===== src/rtl/thiele_coproc_pkg.sv =====
// Shared types and constants for the Thiele coprocessor responder hub.
package thiele_coproc_pkg;
  typedef enum logic [1:0] {
    IDLE = 2'd0,
    WAIT = 2'd1,
    ACK  = 2'd2
  } state_t;

  localparam int CH_LOGIC = 0;
  localparam int CH_PY    = 1;
  localparam int MAX_CH   = 8;
  localparam int CH_IDX_W = 3;
endpackage


===== src/rtl/coproc_rr_arbiter.sv =====
// Combinational round-robin picker: first eligible channel at or after rr_ptr, wrapping mod NUM_CH.
module coproc_rr_arbiter
  import thiele_coproc_pkg::*;
#(
  parameter int NUM_CH = 2
)(
  input  logic [NUM_CH-1:0]   eligible,
  input  logic [CH_IDX_W-1:0] rr_ptr,
  output logic [NUM_CH-1:0]   grant_oh,
  output logic [CH_IDX_W-1:0] grant_idx
);
  logic [MAX_CH-1:0]   elig_pad;
  logic [CH_IDX_W:0]   k;
  logic                found;

  always_comb begin
    elig_pad  = MAX_CH'(eligible);
    grant_idx = '0;
    found     = 1'b0;
    k         = '0;
    for (int i = 0; i < NUM_CH; i++) begin
      // rr_ptr < NUM_CH, so a single subtraction completes the wrap
      k = {1'b0, rr_ptr} + (CH_IDX_W+1)'(i);
      if (k >= (CH_IDX_W+1)'(NUM_CH)) k = k - (CH_IDX_W+1)'(NUM_CH);
      if (!found && elig_pad[k[CH_IDX_W-1:0]]) begin
        found     = 1'b1;
        grant_idx = k[CH_IDX_W-1:0];
      end
    end
    grant_oh = '0;
    for (int j = 0; j < NUM_CH; j++) begin
      grant_oh[j] = found && (grant_idx == CH_IDX_W'(j));
    end
  end
endmodule


===== src/rtl/thiele_coproc_hub.sv =====
// Coprocessor responder hub: one channel served at a time, ack 1+latency cycles after grant; no backpressure.
// Define COPROC_HUB_STATS_EN to build the per-channel service and abort counters.
module thiele_coproc_hub
  import thiele_coproc_pkg::*;
#(
  parameter int NUM_CH = 2,
  parameter int ADDR_W = 32,
  parameter int DATA_W = 32,
  parameter int LAT_W  = 8
)(
  input  logic                     clk,
  input  logic                     rst_n,
  input  logic [NUM_CH-1:0]        ch_req,
  input  logic [NUM_CH*ADDR_W-1:0] ch_addr,
  output logic [NUM_CH-1:0]        ch_ack,
  output logic [NUM_CH*DATA_W-1:0] ch_data,
  input  logic [NUM_CH*LAT_W-1:0]  cfg_latency,
  input  logic [NUM_CH*DATA_W-1:0] cfg_result,
  output logic                     busy,
  output logic [2:0]               svc_ch,
  output logic [ADDR_W-1:0]        svc_addr,
  output logic [NUM_CH*32-1:0]     ch_count,
  output logic [15:0]              abort_count
);
  state_t              state_q, state_d;
  logic [LAT_W-1:0]    cnt_q, cnt_d;
  logic [CH_IDX_W-1:0] svc_ch_q, svc_ch_d;
  logic [CH_IDX_W-1:0] rr_ptr_q, rr_ptr_d;
  logic [ADDR_W-1:0]   svc_addr_q, svc_addr_d;
  logic [DATA_W-1:0]   res_q, res_d;
  logic [NUM_CH-1:0]   armed_q, armed_d;
  logic [NUM_CH-1:0]   ack_q, ack_d;
  logic                busy_q, busy_d;
  logic [DATA_W-1:0]   data_q [NUM_CH];
  logic [DATA_W-1:0]   data_d [NUM_CH];
  logic                done_hit, abort_hit;

  logic [MAX_CH-1:0]   req_pad;
  logic [ADDR_W-1:0]   addr_arr [MAX_CH];
  logic [LAT_W-1:0]    lat_arr  [MAX_CH];
  logic [DATA_W-1:0]   res_arr  [MAX_CH];

  logic [NUM_CH-1:0]   grant_oh;
  logic [CH_IDX_W-1:0] grant_idx;
  logic                grant_vld;

  // Pad per-channel inputs to MAX_CH so they can be indexed by a full channel index
  always_comb begin
    req_pad = MAX_CH'(ch_req);
    for (int k = 0; k < MAX_CH; k++) begin
      addr_arr[k] = '0;
      lat_arr[k]  = '0;
      res_arr[k]  = '0;
    end
    for (int k = 0; k < NUM_CH; k++) begin
      addr_arr[k] = ch_addr[k*ADDR_W +: ADDR_W];
      lat_arr[k]  = cfg_latency[k*LAT_W +: LAT_W];
      res_arr[k]  = cfg_result[k*DATA_W +: DATA_W];
    end
  end

  coproc_rr_arbiter #(.NUM_CH(NUM_CH)) u_arb (
    .eligible  (ch_req & armed_q),
    .rr_ptr    (rr_ptr_q),
    .grant_oh  (grant_oh),
    .grant_idx (grant_idx)
  );

  assign grant_vld = |grant_oh;

  always_comb begin
    state_d    = state_q;
    cnt_d      = cnt_q;
    svc_ch_d   = svc_ch_q;
    svc_addr_d = svc_addr_q;
    res_d      = res_q;
    rr_ptr_d   = rr_ptr_q;
    busy_d     = busy_q;
    ack_d      = '0;
    armed_d    = armed_q | ~ch_req;
    data_d     = data_q;
    done_hit   = 1'b0;
    abort_hit  = 1'b0;
    case (state_q)
      IDLE: begin
        busy_d = 1'b0;
        if (grant_vld) begin
          svc_ch_d   = grant_idx;
          svc_addr_d = addr_arr[grant_idx];
          cnt_d      = lat_arr[grant_idx];
          busy_d     = 1'b1;
          if (lat_arr[grant_idx] == '0) begin
            state_d = ACK;
            res_d   = res_arr[grant_idx];
          end else begin
            state_d = WAIT;
          end
        end
      end
      WAIT: begin
        if (!req_pad[svc_ch_q]) begin
          abort_hit = 1'b1;
          busy_d    = 1'b0;
          state_d   = IDLE;
        end else if (cnt_q == LAT_W'(1)) begin
          state_d = ACK;
          res_d   = res_arr[svc_ch_q];
        end else begin
          cnt_d = cnt_q - LAT_W'(1);
        end
      end
      ACK: begin
        // Ack pulse is registered here, so the grant path stays idle for this cycle
        done_hit = 1'b1;
        state_d  = IDLE;
        rr_ptr_d = (svc_ch_q == CH_IDX_W'(NUM_CH-1)) ? '0 : svc_ch_q + CH_IDX_W'(1);
      end
      default: state_d = IDLE;
    endcase
    for (int k = 0; k < NUM_CH; k++) begin
      if (svc_ch_q == CH_IDX_W'(k)) begin
        if (done_hit || abort_hit) armed_d[k] = 1'b0;
        if (done_hit) begin
          ack_d[k]  = 1'b1;
          data_d[k] = res_q;
        end
      end
    end
  end

  always_ff @(posedge clk or negedge rst_n) begin
    if (!rst_n) begin
      state_q    <= IDLE;
      cnt_q      <= '0;
      svc_ch_q   <= '0;
      svc_addr_q <= '0;
      res_q      <= '0;
      rr_ptr_q   <= '0;
      busy_q     <= 1'b0;
      ack_q      <= '0;
      armed_q    <= '1;
      for (int k = 0; k < NUM_CH; k++) data_q[k] <= '0;
    end else begin
      state_q    <= state_d;
      cnt_q      <= cnt_d;
      svc_ch_q   <= svc_ch_d;
      svc_addr_q <= svc_addr_d;
      res_q      <= res_d;
      rr_ptr_q   <= rr_ptr_d;
      busy_q     <= busy_d;
      ack_q      <= ack_d;
      armed_q    <= armed_d;
      for (int k = 0; k < NUM_CH; k++) data_q[k] <= data_d[k];
    end
  end

  assign ch_ack   = ack_q;
  assign busy     = busy_q;
  assign svc_ch   = svc_ch_q;
  assign svc_addr = svc_addr_q;

  always_comb begin
    ch_data = '0;
    for (int k = 0; k < NUM_CH; k++) ch_data[k*DATA_W +: DATA_W] = data_q[k];
  end

`ifdef COPROC_HUB_STATS_EN
  logic [31:0] count_q [NUM_CH];
  logic [31:0] count_d [NUM_CH];
  logic [15:0] abort_q, abort_d;

  always_comb begin
    count_d = count_q;
    abort_d = abort_q;
    for (int k = 0; k < NUM_CH; k++) begin
      if (done_hit && svc_ch_q == CH_IDX_W'(k)) count_d[k] = count_q[k] + 32'd1;
    end
    if (abort_hit && abort_q != 16'hFFFF) abort_d = abort_q + 16'd1;
  end

  always_ff @(posedge clk or negedge rst_n) begin
    if (!rst_n) begin
      abort_q <= '0;
      for (int k = 0; k < NUM_CH; k++) count_q[k] <= '0;
    end else begin
      abort_q <= abort_d;
      for (int k = 0; k < NUM_CH; k++) count_q[k] <= count_d[k];
    end
  end

  always_comb begin
    ch_count = '0;
    for (int k = 0; k < NUM_CH; k++) ch_count[k*32 +: 32] = count_q[k];
  end
  assign abort_count = abort_q;
`else
  assign ch_count    = '0;
  assign abort_count = '0;
`endif
endmodule


===== config.mk =====
export PLATFORM = sky130hd
export DESIGN_NAME = thiele_coproc_hub
export DESIGN_NICKNAME = d
export VERILOG_FILES = /design/src/rtl/thiele_coproc_pkg.sv /design/src/rtl/coproc_rr_arbiter.sv /design/src/rtl/thiele_coproc_hub.sv
export SDC_FILE = /design/constraint.sdc
export NUM_CORES = 1
export LEC_CHECK = 0
export BUFFER_PORTS_ARGS = -buffer_cell sky130_fd_sc_hd__buf_2
export CORE_MARGIN = 2
export CORE_UTILIZATION = 48
export DETAILED_ROUTE_END_ITERATION = 7
export PLACE_DENSITY = 0.81
export SLEW_MARGIN = 20
export SYNTH_ARGS = -nofsm -noshare
export SYNTH_HDL_FRONTEND = slang
export SYNTH_SLANG_ARGS = --single-unit

===== constraint.sdc =====
create_clock -name clk -period 2.6 [get_ports clk]
set_clock_uncertainty 0.05 [all_clocks]
set_input_delay 0.13 -clock clk [delete_from_list [all_inputs] [get_ports clk]]
set_output_delay 0.13 -clock clk [all_outputs]
set_load 0.02 [all_outputs]

==> impl_metrics.py, run 1 <==
metrics = {
    "run_status": {
        "outcome": "completed",
    },
    "timing": {
        "fmax_ghz": 0.406,
        "maxSlewHeadroom_pct": 59.8,
        "post-route-period-util_pct": 94.7,
        "rsz0062_at_grt": "false",
        "slew_viol_final": 0,
        "worst_pin_slew_ns": 0.602,
        "finalSetupTns_ns": 0,
        "period_needed_ns": 2.46,
        "hold_violations": 0,
        "finalSetupViolations": 0,
    },
    "worst_setup_path": {
        "required_ns": 2.87,
        "worst-setup-path-type": "reg -> reg",
        "rr_startpoint": "rr_ptr_q[1]",
        "cp.arrival_ns": 2.74,
        "crit_path_end_kind": "flop",
        "critPathLaunch": "rr_ptr_q[1]",
        "worstSetupStartpointType": "flop",
        "critPathMaxFanout": 17,
    },
    "global_route": {
        "grt_pass1_vias": 6909,
        "grt_pass1_wl_um": 34400,
        "grt_max_degree": 68,
        "antenna_found_initial": 1,
        "track_usage_pct": 26.9,
        "grt_overflow_total": 0,
    },
    "route": {
        "via_count": 6870,
        "met3_length_um": 1210,
        "drt-total-wl_um": 22700,
        "top_layer_used": "met4",
        "routed_via_density": 5.22,
        "firstDrtPassIters": 5,
        "wl_met1_um": 8590,
        "wl_met2_um": 11600,
        "wl_per_cell_um": 17.2,
        "dr.first_iter.drc_count": 416,
        "remaining_drc_errors": 0,
        "postRouteAntennaNets": 0,
    },
    "synthesis": {
        "synth.yosys.seq_area_share_pct": 50.5,
        "syn_area_um2": 7390,
        "synth_simple_gate_area_share_pct": 9.82,
        "synthMuxAreaShare_pct": 9.91,
        "synth.avg_cell_area_um2": 9.96,
        "async_flop_share_pct": 100,
        "synth_top_family_by_area": "compound AO/OA/AOI/OAI gates",
        "synth_compound_area_share_pct": 15.2,
        "synth-main-ff-cell": "dfrtp_1",
        "syn-instance-count": 742,
        "synth_seq_cells": 149,
        "yosysWarnings": 0,
        "synth-edff-count": 0,
        "synth_cell_type_count": 46,
        "yosys.area_share.xor_xnor_pct": 0.237,
        "synthAdderAreaFrac_pct": 1.19,
    },
    "power": {
        "power.density_nw_per_um2": 1260,
        "ir_worst_vdd_v": 0.000664,
        "leakage_uw": 0.00559,
    },
    "placed_design": {
        "port_buffers": 249,
        "dp.cells": 1158,
        "gp_congestion": 0.873,
        "post-dp-hpwl_um": 13100,
    },
    "floorplanning": {
        "die-area_um2": 16400,
        "fp.dieH_um": 128,
        "die_x_um": 128,
        "core_um2": 15100,
        "io_pins": 330,
        "fp-row-count": 45,
        "start_util_pct": 48.8,
    },
    "clock_network": {
        "clock_path_buffers": 2,
        "clk_pin_slew_worst_paths_ns": 0.07,
        "insertion_delay_ns": 0.42,
        "postCtsSetupBuffers": 0,
        "cts.sinks": 149,
        "h-tree-depth": 4,
        "cts_tree": "yes",
        "cts_buffers": 17,
        "root_buffer": "clkbuf_16",
    },
    "finish": {
        "regArea_um2": 3730,
        "layout.nets": 1267,
        "finalNonFillerCells": 1315,
        "multi_input_area_um2": 3020,
        "fill_cells": 1110,
        "areaGrowthSynthToFinish_pct": 41.8,
        "drive_gt1_share_pct": 28.4,
    },
    "job": {
        "cap_violations": 0,
    },
    "worst_hold_path": {
        "min-delay-path-class": "in -> reg",
        "min-delay-start": "cfg_latency[5]",
    },
}
worst max-delay path, stage by stage, from the launching register on:
cell,delay [ns]
dfrtp_2,0.42
inv_1,0.08
ha_1,0.30
nand2_1,0.08
a21oi_2,0.06
o22a_2,0.29
o21a_4,0.28
o221ai_4,0.30
buf_12,0.23
mux2i_1,0.28
flip-flops by register name (all words and copies together) (netlist names):
register  count
armed_q       2
ch_data      64
cnt_q         8
busy          1
state_q       2
rr_ptr_q      3
res_q        32
ch_ack        2
svc_addr     32
svc_ch        3
through the flow:
step	utilization (%)	hold slack [ns]	total power (µW)	instance area, µm²	worst slack [ns]
after detailed placement	57.0	0.0668	10300	8640	0.0463
after floorplan	-	-0.216	8390	7690	0.208
final	69.2	0.00576	13200	10500	0.137
after global routing	69.2	0.00789	14000	10500	0.0278
after global placement	57.0	0.0668	10100	8640	0.170
after CTS	68.7	0.0000827	12800	10400	0.00447
report_power, final:
part           internal [µW]  switching (µW)
Clock                   1270            1040
Sequential              3450             593
Combinational           2520            4290
cells in the final DEF (no fill, tap or decap), types with 6 or more instances in the layout:
cell	netlist	final
a21oi_1	40	39
ha_1	7	7
nor4_1	6	6
and3_1	7	7
inv_1	43	43
a32oi_1	32	32
buf_12	0	7
dfrtp_1	147	146
nand2_1	87	85
mux2i_1	72	72
buf_4	84	15
nor2_1	43	43
o21ai_0	76	76
clkbuf_16	0	19
conb_1	1	80
buf_2	3	248
dlygate4sd3_1	0	121
layout make-up:
cell class / instances / share of cell area [%]
sequential: 149 / 35.6
multi-input combinational: 507 / 28.9
timing repair buffer: 394 / 26.4
clock buffer: 18 / 4.19
tap: 188 / 2.24
inverter: 43 / 1.54
clock inverter: 14 / 1.11
antenna: 2 / 0.0478
logic make-up after synthesis:
family          count (synthesis)
simple gates                  168
mux                            73
xor+xnor                        2
flops                         149
buf+inv                       165
other cells                     1
fa+ha+maj                       7
compound gates                177
repair_timing:
| item | 4_1_cts | 5_1_grt |
|---|---|---|
| resized for setup | 0 | 5 |
| hold buffers | 121 | 0 |
| setup endpoints to repair | 0 | 71 |
| hold endpoints to repair | 115 | 0 |
cells in the mapped netlist (all sizes together) (7+ instances only):
library cell	instances	area share [%]
o21ai	77	5.2
buf	94	9.5
a21oi	40	2.7
a32oi	33	4.0
mux2i	72	9.8
nor2	43	2.2
dfrtp	147	50
ha	7	1.2
and3	7	0.59
inv	43	2.2
nand2	87	4.4
clkbuf	28	1.4
worst paths after layout:
kind	to	depth (start not counted)	slack, ns
worst max-delay path	res_q[1]	9	0.14
worst min-delay path	cnt_q[5]	3	0.006
worst max register to register	res_q[1]	9	0.14
worst min register to register	ch_data[41]	2	0.42
max in group asynchronous	svc_addr[26]	3	1.61
min in group asynchronous	svc_addr[7]	2	0.18
routing by layer:
metal	GRT usage, %	vias to the layer above
li1	-	3152
met1	31.0	3275
met2	45.7	341
met3	5.38	102
met4	17.2	0
met5	0	-
(Power assumes the default switching activity.)
==> inputs of run 2 (changes only) <==
--- a/config.mk
+++ b/config.mk
@@ -6,10 +6,11 @@
 export NUM_CORES = 1
 export LEC_CHECK = 0
 export BUFFER_PORTS_ARGS = -buffer_cell sky130_fd_sc_hd__buf_2
-export CORE_MARGIN = 2
+export CORE_MARGIN = 10
 export CORE_UTILIZATION = 48
 export DETAILED_ROUTE_END_ITERATION = 7
-export PLACE_DENSITY = 0.81
+export PLACE_DENSITY = 0.92
+export RECOVER_POWER = 25
 export SLEW_MARGIN = 20
 export SYNTH_ARGS = -nofsm -noshare
 export SYNTH_HDL_FRONTEND = slang
==> impl_metrics.py, run 2 (synthesized netlist as in run 1, its figures left out) <==
metrics = {
    "global_route": {
        "track_usage_pct": 22.8,
        "grt_pass1_vias": 6969,
        "antenna_found_initial": 5,
        "grt_overflow_total": 0,
        "grt_max_degree": 68,
        "grt_pass1_wl_um": 37000,
    },
    "timing": {
        "rsz0062_at_grt": "false",
        "finalSetupViolations": 0,
        "worst_pin_slew_ns": 1.70,
        "post-route-period-util_pct": 95.3,
        "period_needed_ns": 2.48,
        "hold_violations": 0,
        "maxSlewHeadroom_pct": -13.4,
        "finalSetupTns_ns": 0,
        "slew_viol_final": 67,
        "hold_ws_ns": 0.00670,
        "fmax_ghz": 0.404,
    },
    "route": {
        "dr.first_iter.drc_count": 422,
        "firstDrtPassIters": 6,
        "via_count": 6814,
        "remaining_drc_errors": 0,
        "routed_via_density": 5.20,
        "postRouteAntennaNets": 0,
        "wl_per_cell_um": 19.0,
        "drt-total-wl_um": 24900,
    },
    "worst_setup_path": {
        "rr_startpoint": "rr_ptr_q[1]",
        "worst-setup-path-type": "reg -> reg",
        "required_ns": 2.87,
        "critPathLaunch": "rr_ptr_q[1]",
        "cp.arrival_ns": 2.75,
        "r2r_setup_slack_ns": 0.12,
        "critPathMaxFanout": 33,
        "crit_path_end_kind": "flop",
        "worstSetupStartpointType": "flop",
    },
    "clock_network": {
        "clock_path_buffers": 2,
        "cts.sinks": 149,
        "root_buffer": "clkbuf_16",
        "cts_buffers": 17,
        "h-tree-depth": 4,
        "insertion_delay_ns": 0.41,
        "cts_tree": "yes",
        "clk_pin_slew_worst_paths_ns": 0.07,
    },
    "power": {
        "power.density_nw_per_um2": 1270,
        "ir_worst_vdd_v": 0.000744,
        "leakage_uw": 0.00554,
    },
    "finish": {
        "final_common_cell": "buf_2",
        "layout_common_cells": "buf_2, dfrtp_1, dlygate4sd3_1",
        "largest_reg_flops": 64,
        "drive_gt1_share_pct": 28.4,
        "areaGrowthSynthToFinish_pct": 40.6,
        "layout.nets": 1258,
    },
    "worst_hold_path": {
        "min-delay-path-class": "in -> reg",
        "min-delay-start": "ch_addr[18]",
    },
    "placed_design": {
        "post-dp-hpwl_um": 16000,
        "port_buffers": 249,
        "gp_congestion": 0.837,
    },
    "floorplanning": {
        "core_um2": 15100,
        "die_x_um": 144,
        "fp.dieH_um": 144,
        "start_util_pct": 48.8,
        "io_pins": 330,
        "fp-row-count": 45,
        "die-area_um2": 20800,
    },
    "job": {
        "cap_violations": 1,
    },
    "run_status": {
        "violations": "capacitance limit, slew limit",
        "outcome": "complete, but fails checks",
    },
}
-- run 2: cell count changes in the layout (fill, tap and decap cells not counted), sizes merged --
cell         change
inv              +2
bufinv           +2
buf              -1
clkbuf           -2
dlygate4sd3      -7
clkinv           -3
diode            +4
-- run 2: area by class of cell --
type / instances / area [µm²]
diodes: 6 / 15.0
clock buffers: 17 / 425
clock inverters: 15 / 185
fillers: 1087 / 4760
inverters: 43 / 161
multi-input cells: 507 / 3020
flip-flops and latches: 149 / 3730
well taps: 188 / 235
repair buffers: 385 / 2620
-- run 2: stage by stage --
step | util [%] | total power, µW | worst slack (ns) | cells | cell area (µm²)
2_1_floorplan | - | 8390 | 0.208 | 821 | 7690
3_3_place_gp | 56.9 | 10100 | 0.207 | 1158 | 8610
3_5_place_dp | 56.9 | 10400 | 0.106 | 1158 | 8610
4_1_cts | 68.4 | 13100 | 0.0446 | 1303 | 10400
5_1_grt | 68.6 | 14000 | 0.0194 | 1309 | 10400
6_report | 68.6 | 13200 | 0.123 | 1310 | 10400
-- run 2: repair_timing --
item,CTS,global route
setup buffers,0,0
gates resized for setup,0,3
setup endpoints to repair,0,47
endpoints found under the hold margin,127,1
hold buffers,113,1
-- run 2: where the power goes --
part	internal [µW]	leakage (µW)	total, µW	switching (µW)
clock network	1460	0.000302	2530	1070
registers	3450	0.00181	4060	616
logic	2410	0.00343	6640	4220
total	7320	0.00554	13200	5910
-- run 2: path summary, 6_finish.rpt --
path / to / depth (start not counted)
setup reg to reg: res_q[8] / 9
max in group asynchronous: ch_data[44] / 3
hold / removal: svc_addr[18] / 3
min in group asynchronous: svc_addr[3] / 2
hold reg to reg: ch_data[37] / 2
setup / recovery: res_q[8] / 9
-- run 2: routing by layer --
layer	GRT usage, %	up-vias	routed length [µm]
li1	-	3134	-
met1	24.2	3287	8610
met2	41.5	318	13500
met3	5.31	75	1710
met4	11.4	0	1050
met5	0	-	0
-- run 2: worst max-delay path, stage by stage (launching register included) --
cell and delay, ns:
dfrtp_1 0.42, inv_1 0.09, ha_1 0.29, nand2_1 0.08, a21oi_2 0.06, o22a_2 0.28, o21a_2 0.28, o221ai_4 0.22
buf_12 0.27, mux2i_1 0.29
